[config.mk]
export PLATFORM = sky130hd
export DESIGN_NAME = serial_addsub_unit_flat
export DESIGN_NICKNAME = d
export VERILOG_FILES = /design/src/rtl/serial_addsub_if.sv /design/src/rtl/serial_addsub_unit.sv /design/src/flat_wrapper.sv
export SDC_FILE = /design/constraint.sdc
export NUM_CORES = 1
export LEC_CHECK = 0
export BUFFER_PORTS_ARGS = -buffer_cell sky130_fd_sc_hd__buf_2
export CAP_MARGIN = 20
export CORE_MARGIN = 2
export CORE_UTILIZATION = 40
export CTS_CLUSTER_DIAMETER = 200
export DETAILED_ROUTE_END_ITERATION = 8
export PLACE_DENSITY = 0.69
export SLEW_MARGIN = 20
export SYNTH_ARGS = -nofsm -noshare
export SYNTH_HDL_FRONTEND = slang
export SYNTH_SLANG_ARGS = --single-unit
export TNS_END_PERCENT = 5
[constraint.sdc]
create_clock -name Clk -period 1.7 [get_ports Clk]
set_input_delay 0.085 -clock Clk [delete_from_list [all_inputs] [get_ports Clk]]
set_output_delay 0.085 -clock Clk [all_outputs]
set_load 0.05 [all_outputs]
[src/rtl/serial_addsub_if.sv]
// Start/Ready/Done handshake plus operand and result/flag bus of the bit-serial
// adder/subtractor; the unit takes the slave side, its requester the master side.
interface serial_addsub_if #(
  parameter int WIDTH = 8
);
  logic             Start;
  logic [WIDTH-1:0] A;
  logic [WIDTH-1:0] B;
  logic             Binvert;
  logic             Ready;
  logic             Busy;
  logic             Done;
  logic [WIDTH-1:0] Result;
  logic             Carry_out;
  logic             Overflow;
  logic             Zero;

  modport master (
    output Start, A, B, Binvert,
    input  Ready, Busy, Done, Result, Carry_out, Overflow, Zero
  );

  modport slave (
    input  Start, A, B, Binvert,
    output Ready, Busy, Done, Result, Carry_out, Overflow, Zero
  );
endinterface

[src/rtl/serial_addsub_unit.sv]
// Bit-serial two's-complement adder/subtractor: one operand bit per clock, LSB first,
// with result and Carry_out/Overflow/Zero flags held until the next op completes.
module serial_addsub_unit #(
  parameter int WIDTH = 8
) (
  input  logic          Clk,
  input  logic          Reset_n,
  serial_addsub_if.slave bus
);
  localparam int CW = (WIDTH > 2) ? $clog2(WIDTH) : 1;

  typedef enum logic [1:0] {
    S_IDLE = 2'd0,
    S_RUN  = 2'd1,
    S_DONE = 2'd2
  } state_t;

  state_t           r_state;
  state_t           w_state_nxt;
  logic             w_accept;
  logic             w_last;

  logic [WIDTH-1:0] r_opa;
  logic [WIDTH-1:0] r_opb;
  logic             r_c;
  logic [CW-1:0]    r_cnt;
  logic [WIDTH-1:0] r_sh;

  logic             r_ready;
  logic             r_busy;
  logic             r_done;
  logic [WIDTH-1:0] r_result;
  logic             r_carry;
  logic             r_ovf;
  logic             r_zero;

  logic [1:0]       w_fa;
  logic             w_a;
  logic             w_b;
  logic             w_sum;
  logic             w_cout;
  logic [WIDTH-1:0] w_sh_nxt;

  // {carry, sum} of a single-bit full adder
  function automatic logic [1:0] full_add(input logic a, input logic b, input logic c);
    return {(a & b) | (a & c) | (b & c), a ^ b ^ c};
  endfunction

  assign w_a      = r_opa[0];
  assign w_b      = r_opb[0];
  assign w_fa     = full_add(w_a, w_b, r_c);
  assign w_sum    = w_fa[0];
  assign w_cout   = w_fa[1];
  assign w_sh_nxt = {w_sum, r_sh[WIDTH-1:1]};

  // FSM state register
  always_ff @(posedge Clk or negedge Reset_n) begin
    if (!Reset_n) begin
      r_state <= S_IDLE;
    end else begin
      r_state <= w_state_nxt;
    end
  end

  // FSM next-state decode and datapath strobes
  always_comb begin
    w_state_nxt = r_state;
    w_accept    = 1'b0;
    w_last      = 1'b0;
    case (r_state)
      S_IDLE: begin
        if (bus.Start) begin
          w_accept    = 1'b1;
          w_state_nxt = S_RUN;
        end else begin
          w_state_nxt = S_IDLE;
        end
      end
      S_RUN: begin
        if (r_cnt == CW'(WIDTH - 1)) begin
          w_last      = 1'b1;
          w_state_nxt = S_DONE;
        end else begin
          w_state_nxt = S_RUN;
        end
      end
      S_DONE:  w_state_nxt = S_IDLE;
      default: w_state_nxt = S_IDLE;
    endcase
  end

  // Handshake flags registered from the next state so they track the state register exactly
  always_ff @(posedge Clk or negedge Reset_n) begin
    if (!Reset_n) begin
      r_ready <= 1'b1;
      r_busy  <= 1'b0;
      r_done  <= 1'b0;
    end else begin
      r_ready <= (w_state_nxt == S_IDLE);
      r_busy  <= (w_state_nxt == S_RUN);
      r_done  <= (w_state_nxt == S_DONE);
    end
  end

  // Operand capture and serial shift; subtract folds into ~B with carry-in 1
  always_ff @(posedge Clk or negedge Reset_n) begin
    if (!Reset_n) begin
      r_opa <= {WIDTH{1'b0}};
      r_opb <= {WIDTH{1'b0}};
      r_c   <= 1'b0;
      r_cnt <= {CW{1'b0}};
      r_sh  <= {WIDTH{1'b0}};
    end else if (w_accept) begin
      r_opa <= bus.A;
      r_opb <= bus.B ^ {WIDTH{bus.Binvert}};
      r_c   <= bus.Binvert;
      r_cnt <= {CW{1'b0}};
      r_sh  <= {WIDTH{1'b0}};
    end else if (r_state == S_RUN) begin
      r_opa <= {1'b0, r_opa[WIDTH-1:1]};
      r_opb <= {1'b0, r_opb[WIDTH-1:1]};
      r_c   <= w_cout;
      r_cnt <= r_cnt + CW'(1);
      r_sh  <= w_sh_nxt;
    end
  end

  // Result and flags update only on the last bit, otherwise hold the previous op
  always_ff @(posedge Clk or negedge Reset_n) begin
    if (!Reset_n) begin
      r_result <= {WIDTH{1'b0}};
      r_carry  <= 1'b0;
      r_ovf    <= 1'b0;
      r_zero   <= 1'b0;
    end else if (w_last) begin
      r_result <= w_sh_nxt;
      r_carry  <= w_cout;
      r_ovf    <= (w_a & w_b & ~w_sum) | (~w_a & ~w_b & w_sum);
      r_zero   <= (w_sh_nxt == {WIDTH{1'b0}});
    end
  end

  assign bus.Ready     = r_ready;
  assign bus.Busy      = r_busy;
  assign bus.Done      = r_done;
  assign bus.Result    = r_result;
  assign bus.Carry_out = r_carry;
  assign bus.Overflow  = r_ovf;
  assign bus.Zero      = r_zero;

endmodule
[src/flat_wrapper.sv]
// flat-port wrapper written by rule: the top's interface ports become plain ports
module serial_addsub_unit_flat 
#(
  parameter int WIDTH = 8
)
  (Clk, Reset_n, bus_Start, bus_A, bus_B, bus_Binvert, bus_Ready, bus_Busy, bus_Done, bus_Result, bus_Carry_out, bus_Overflow, bus_Zero);
  serial_addsub_if #(.WIDTH(WIDTH)) bus_i ();
  input  logic Clk;
  input  logic Reset_n;
  input wire logic [$bits(bus_i.Start)-1:0] bus_Start;
  input wire logic [$bits(bus_i.A)-1:0] bus_A;
  input wire logic [$bits(bus_i.B)-1:0] bus_B;
  input wire logic [$bits(bus_i.Binvert)-1:0] bus_Binvert;
  output wire logic [$bits(bus_i.Ready)-1:0] bus_Ready;
  output wire logic [$bits(bus_i.Busy)-1:0] bus_Busy;
  output wire logic [$bits(bus_i.Done)-1:0] bus_Done;
  output wire logic [$bits(bus_i.Result)-1:0] bus_Result;
  output wire logic [$bits(bus_i.Carry_out)-1:0] bus_Carry_out;
  output wire logic [$bits(bus_i.Overflow)-1:0] bus_Overflow;
  output wire logic [$bits(bus_i.Zero)-1:0] bus_Zero;
  assign bus_i.Start = bus_Start;
  assign bus_i.A = bus_A;
  assign bus_i.B = bus_B;
  assign bus_i.Binvert = bus_Binvert;
  assign bus_Ready = bus_i.Ready;
  assign bus_Busy = bus_i.Busy;
  assign bus_Done = bus_i.Done;
  assign bus_Result = bus_i.Result;
  assign bus_Carry_out = bus_i.Carry_out;
  assign bus_Overflow = bus_i.Overflow;
  assign bus_Zero = bus_i.Zero;
  serial_addsub_unit #(.WIDTH(WIDTH)) u_core (.Clk(Clk), .Reset_n(Reset_n), .bus(bus_i));
endmodule
==> results.toml, run 1 <==
[worst_setup_path]
path_delay_family = "adder cells"
cp_cell_sequence = "ha_1 > ha_1 > nand3b_2 > mux2_2"
critPathLaunchType = "flop"
critPathLaunch = "u_core.r_cnt[0]$_DFFE_PN0P_"
required_ps = 1880
criticalPathCategory = "reg -> reg"
crit_path_frequent_cell = "ha_1"
critPathBufInv = 0
path_max_fanout = 15
rrSetupSlack_ps = 90
worstPathArrival_ps = 1790
endpoint_kind = "flop"
r2r-start = "u_core.r_cnt[0]$_DFFE_PN0P_"
critPathMaxStageDelay_ps = 400
slowest_stage = "dfrtp_1"

[logic_synthesis]
synth_cells = 189
synth_seq_cells = 43
ys_seq_area_share_pct = 56.1
synth.distinct_cells = 28
syn_nets = 214
synth_area_um2 = 1920
postSynthAreaPerCell_um2 = 10.2
ys.warnings.count = 0

[cts]
cts_sinks = 43
cts_buffer_depth = 2
clk_pin_slew_ps = 80
cts_buffers = 5
insertion_delay_ps = 300
cts_tree = "done"
cts-resized-gates = 0
ctsHtreeMaxLevel = 2
postCtsSetupRepairBufs = 0
clock-root-buffer = "clkbuf_8"

[place]
dp_hpwl_mm = 2.30
portBuffers = 33
place_congestion = 0.701

[timing]
final_max_slew_viol_count = 0
final.min_clock_period_ps = 1610
min_period_over_period_pct = 94.5
maxSlewHeadroom_pct = 64.1
clock_skew_ps = 8.36
worstMarginPinSlew_ps = 539
fmax_mhz = 623
rsz0062_at_grt = "false"
hold_violations = 0
setup_viol = 0
fin_tns_setup_ps = 0

[finish]
n_antenna_cell = 0
final_cell_mix = "nand2_1 (50), dfrtp_1 (42), buf_2 (33)"
post-route-util_pct = 49.1
final_common_cell = "nand2_1"
synthToLayoutAreaGrowth_pct = 19.2
drive_gt1_share_pct = 26.1
nets = 250

[floorplanning]
fp.dieH_um = 73.3
fp.dieArea_um2 = 5370
die_x_um = 73.3
core_um2 = 4660
start_util_pct = 41.2
rows = 25
io-pin-count = 34

[detailed_routing]
drt-pass1-iter-count = 4
via_count = 1363
avgRoutedWirePerCell_um = 12.6
viasPerCell = 4.87
antenna_left = 0
route.final.wire_length_mm = 3.53
drt-initial-drc-count = 129
drc = 0

[global_routing]
grt_pass1_vias = 1336
grt_pass1_wl_mm = 6.08
antenna_found_initial = 0
grt_usage_pct = 15.0
grt_max_degree = 44
overflow = 0

[hold_path]
hold_start = "bus_A[0]"
hold_class = "in -> reg"

[power]
power.density_nw_per_um2 = 2120
ir_drop_mv = 0.716
leakagePower_nw = 1.14

[outcome]
status = "complete, no violations"

[flow_run]
maxCapViolations = 0
-- report_power, final --
group | internal (mW) | switching (mW) | total (mW)
logic | 0.743 | 1.36 | 2.10
registers | 1.51 | 0.283 | 1.79
clock network | 0.586 | 0.362 | 0.948
total | 2.84 | 2.01 | 4.84
-- cell families (layout without fill, tap and decap cells) --
| kind of cell | Yosys count | after routing | share of synthesized area [%] |
|---|---|---|---|
| AOI/OAI and AO/OA | 21 | 21 | 6.71 |
| xor gates and xnor gates | 8 | 8 | 3.65 |
| adders and majority gates | 5 | 5 | 3.65 |
| buffers and inverters | 17 | 54 | 5.21 |
| DFF | 43 | 43 | 56.1 |
| muxes | 10 | 10 | 5.80 |
| and+or+nand+nor | 85 | 85 | 18.9 |
-- state kept, by name, summed over array words and instances, names as in the netlist, 2 cells and up --
name,cells
u_core.bus.Result,8
u_core.r_cnt,3
u_core.r_opa,8
u_core.r_opb,8
u_core.r_sh,7
u_core.r_state,2
-- path summary, 6_finish.rpt --
check / end / depth (start not counted)
min in group asynchronous: u_core.r_state[1]$_DFF_PN0_ / 3
hold reg to reg: u_core.bus.Overflow$_DFFE_PN0P_ / 2
hold / removal: u_core.r_opa[0]$_DFFE_PN0P_ / 2
setup reg to reg: u_core.bus.Result[6]$_DFFE_PN0P_ / 4
setup / recovery: u_core.bus.Result[6]$_DFFE_PN0P_ / 4
max in group asynchronous: u_core.bus.Ready$_DFF_PN1_ / 3
-- synthesized netlist by cell type, drive strengths merged --
cell type  instances  area share [%]
mux2i              1            0.52
o21ai              6             1.6
dfrtp             42              55
a221o              1            0.52
dfstp              1             1.4
nor3b              1            0.39
xnor2              1            0.46
nor4               2            0.65
a31oi             13             4.2
nor2              14             2.7
nand2b             1            0.33
nand2             50             9.8
or3b               1            0.46
xor2               7             3.2
buf               12             4.2
clkbuf             1            0.20
nand3             13             3.4
ha                 4             2.6
nor2b              1            0.33
inv                4            0.78
nand3b             1            0.59
nor3               1            0.26
a22oi              1            0.39
fa                 1             1.0
mux2               9             5.3
-- routing by layer --
| layer | global-route usage, % | wire length, um | share of wire [%] |
|---|---|---|---|
| met1 | 19.1 | 1590 | 45 |
| met3 | 4.66 | 152 | 4.3 |
| met2 | 24.1 | 1750 | 50 |
| met4 | 5.45 | 27 | 0.77 |
| met5 | 0 | 0 | 0 |
-- metrics by stage --
step                worst slack (ps)  area (um^2)  hold slack [ps]  total power [mW]  instances
detailed placement               100         2130              193              3.93        270
finish                          93.8         2290             37.0              4.84        280
CTS                             82.0         2290             20.8              4.90        280
global route                    7.80         2290             33.8              5.21        280
global placement                 133         2130              190              3.88        270
floorplan                        134         1920             -211              3.42        189
-- what timing repair did --
| action | 4_1_cts | 5_1_grt |
|---|---|---|
| hold buffers | 2 | 0 |
| setup endpoints to repair | 0 | 0 |
| endpoints found under the hold margin | 43 | 0 |
-- final cells by class --
type / count / area, um^2
Timing Repair Buffer: 42 / 250
Multi-Input combinational cell: 129 / 743
Sequential cell: 43 / 1080
Clock inverter: 3 / 67.6
Inverter: 4 / 15.0
Clock buffer: 5 / 68.8
Tap cell: 54 / 67.6
Fill cell: 423 / 2370
-- worst register-to-register path: stages, from the launching register on --
cell	delay [ps]
dfrtp_1	400
ha_1	200
ha_1	210
nand3b_2	310
mux2_2	380
Note: power is estimated with default switching activity, not from simulation.
==> run 2: changes to the inputs <==
ABC_AREA = 1   (was not set)
PLACE_DENSITY = 0.68   (was 0.69)
==> run 2 against run 1 <==
Net effect:
- flip-flop and latch count unchanged
- total power down 8.1%
- combinational power down 4%
- final cell count up 34%
- core utilization down 1.3 points
- clock-buffer cell count up 1
- fmax up 14%
- area after synthesis up 10%
==> results.toml, run 2 <==
[outcome]
status = "complete, no violations"

[place]
place_area_um2 = 2330
portBuffers = 33
dp_hpwl_mm = 2.64
dp.cells = 364
place_congestion = 0.749

[timing]
timing.hold.ws_ps = 13.7
setup_viol = 0
maxSlewHeadroom_pct = 64.5
hold_violations = 0
rsz0062_at_grt = "false"
min_period_over_period_pct = 83.0
fmax_mhz = 708
clock_skew_ps = 12.3
final_max_slew_viol_count = 0
fin_tns_setup_ps = 0
final.min_clock_period_ps = 1410
worstMarginPinSlew_ps = 532

[floorplanning]
start_util_pct = 41.5
rows = 26
fp.dieH_um = 76.8
fp.dieArea_um2 = 5890
io-pin-count = 34
core_um2 = 5110
die_x_um = 76.8

[logic_synthesis]
synth.most_common_cell = "nand2_1"
postSynthAreaPerCell_um2 = 8.02
synthDominantCellAreaShare_pct = 49.6
synth_area_leader_cell = "dfrtp_1"
synth_area_um2 = 2120
synthArstFlopShare_pct = 100
syn_nets = 289
ys.warnings.count = 0
ys_seq_area_share_pct = 50.9
synth_cells = 264
netlist_top_cells_area = "dfrtp_1 (50%), nand2_1 (25%), inv_1 (4.4%)"
synth_flop_cell = "dfrtp_1"
synth.distinct_cells = 23
synth_commonest_cells = "nand2_1 (140), dfrtp_1 (42), inv_1 (25)"
synth_seq_cells = 43
synth_edf_count = 0

[detailed_routing]
avgRoutedWirePerCell_um = 10.2
via_count = 1675
viasPerCell = 4.48
drc = 0
drt-pass1-iter-count = 4
antenna_left = 0
route.final.wire_length_mm = 3.82
drt-initial-drc-count = 77

[global_routing]
grt_pass1_vias = 1508
grt_pass1_wl_mm = 6.73
grt_usage_pct = 14.0
grt_max_degree = 44
antenna_found_initial = 0
overflow = 0

[finish]
fin_area_um2 = 2440
ff_latch_area_um2 = 1080
drive_gt1_share_pct = 19.7
nets = 328
synthToLayoutAreaGrowth_pct = 15.5
post-route-util_pct = 47.9
fin_cells = 374
multi_input_area_um2 = 841
final_common_cell = "nand2_1"
n_antenna_cell = 0
final_cell_mix = "nand2_1 (140), dfrtp_1 (42), buf_2 (33)"
fillerInstances = 519

[cts]
insertion_delay_ps = 290
cts_buffers = 5
holdBufCountCts = 2
cts-resized-gates = 0
cts_sinks = 43
clk_pin_slew_ps = 80
ctsHtreeMaxLevel = 2
cts_buffer_depth = 2
cts_tree = "done"
postCtsSetupRepairBufs = 0
clock-root-buffer = "clkbuf_8"

[worst_setup_path]
required_ps = 1880
r2r-start = "u_core.r_cnt[0]$_DFFE_PN0P_"
critPathLaunchType = "flop"
ff2ff_path_depth = 7
path_max_fanout = 20
criticalPathCategory = "reg -> reg"
endpoint_kind = "flop"
worstPathArrival_ps = 1590
regToRegEndpoint = "u_core.bus.Carry_out$_DFFE_PN0P_"
rrSetupSlack_ps = 290

[hold_path]
hold_start = "bus_A[0]"
whs_path_depth = 3
min_to = "u_core.r_opa[0]$_DFFE_PN0P_"
hold_class = "in -> reg"

[power]
ir_drop_mv = 0.746
leakagePower_nw = 1.40
power.density_nw_per_um2 = 1820

[flow_run]
maxCapViolations = 0
[run 2: changes by cell type after synthesis, moves of 5 or more]
cell     previous run  this run
nand2_1            50       140
inv_1               4        25
a31oi_1            13         0
o21ai_0             5        17
mux2_2              9         0
nor2_1             14         5
xor2_1              7         0
nand3_1            13         7
buf_2               8         3
[run 2: worst max-delay path, cell delays in order (launching register included)]
cell and delay (ps):
dfrtp_1 400, ha_1 210, ha_1 200, nand2_1 70, buf_4 210, inv_2 90
nand2_1 70, nand2_1 50
[run 2: metrics by stage]
step	total power, mW	worst slack (ps)
floorplan	3.38	395
global placement	3.76	360
detailed placement	3.80	315
CTS	4.51	277
global route	4.84	152
finish	4.45	288
[run 2: logic make-up (layout without fill, tap and decap cells)]
| kind of cell | count (synthesis) | after routing | synth area share, % |
|---|---|---|---|
| buf+inv | 37 | 77 | 9.40 |
| simple gates | 159 | 159 | 30.8 |
| xor+xnor | 1 | 1 | 0.414 |
| compound gates | 19 | 19 | 5.20 |
| fa+ha+maj | 5 | 5 | 3.31 |
| flops | 43 | 43 | 50.9 |
[run 2: how the worst max path moves through the flow]
stage                                start                                to  cells after the start
3_3_place_gp        u_core.r_c$_DFFE_PN0P_   u_core.bus.Overflow$_DFFE_PN0P_                      6
3_5_place_dp   u_core.r_cnt[0]$_DFFE_PN0P_  u_core.bus.Carry_out$_DFFE_PN0P_                      7
2_1_floorplan       u_core.r_c$_DFFE_PN0P_   u_core.bus.Overflow$_DFFE_PN0P_                      6
6_report       u_core.r_cnt[0]$_DFFE_PN0P_  u_core.bus.Carry_out$_DFFE_PN0P_                      7
4_1_cts        u_core.r_cnt[0]$_DFFE_PN0P_  u_core.bus.Carry_out$_DFFE_PN0P_                      7
5_1_grt        u_core.r_cnt[0]$_DFFE_PN0P_  u_core.bus.Carry_out$_DFFE_PN0P_                      7
[run 2: report_power, final]
group / switching, mW / leakage (nW) / internal, mW
combinational: 1.38 / 0.807 / 0.631
sequential: 0.287 / 0.541 / 1.48
clock: 0.346 / 0.0516 / 0.332
total: 2.01 / 1.40 / 2.44
[run 2: per-layer routing]
layer | wire, um | part of all wire, % | GRT usage [%] | vias to the layer above
met5 | 0 | 0 | 0 | -
met4 | 25 | 0.66 | 2.18 | 0
met3 | 182 | 4.8 | 4.24 | 5
met2 | 1760 | 46 | 22.5 | 43
met1 | 1850 | 49 | 18.9 | 757
li1 | - | - | - | 870
[run 2: layout make-up]
cell class | count | share of cell area, %
clock buffers | 6 | 3.38
well taps | 70 | 3.58
clock inverters | 2 | 0.563
repair buffers | 41 | 9.42
flip-flops and latches | 43 | 44.1
inverters | 28 | 4.61
multi-input cells | 184 | 34.4
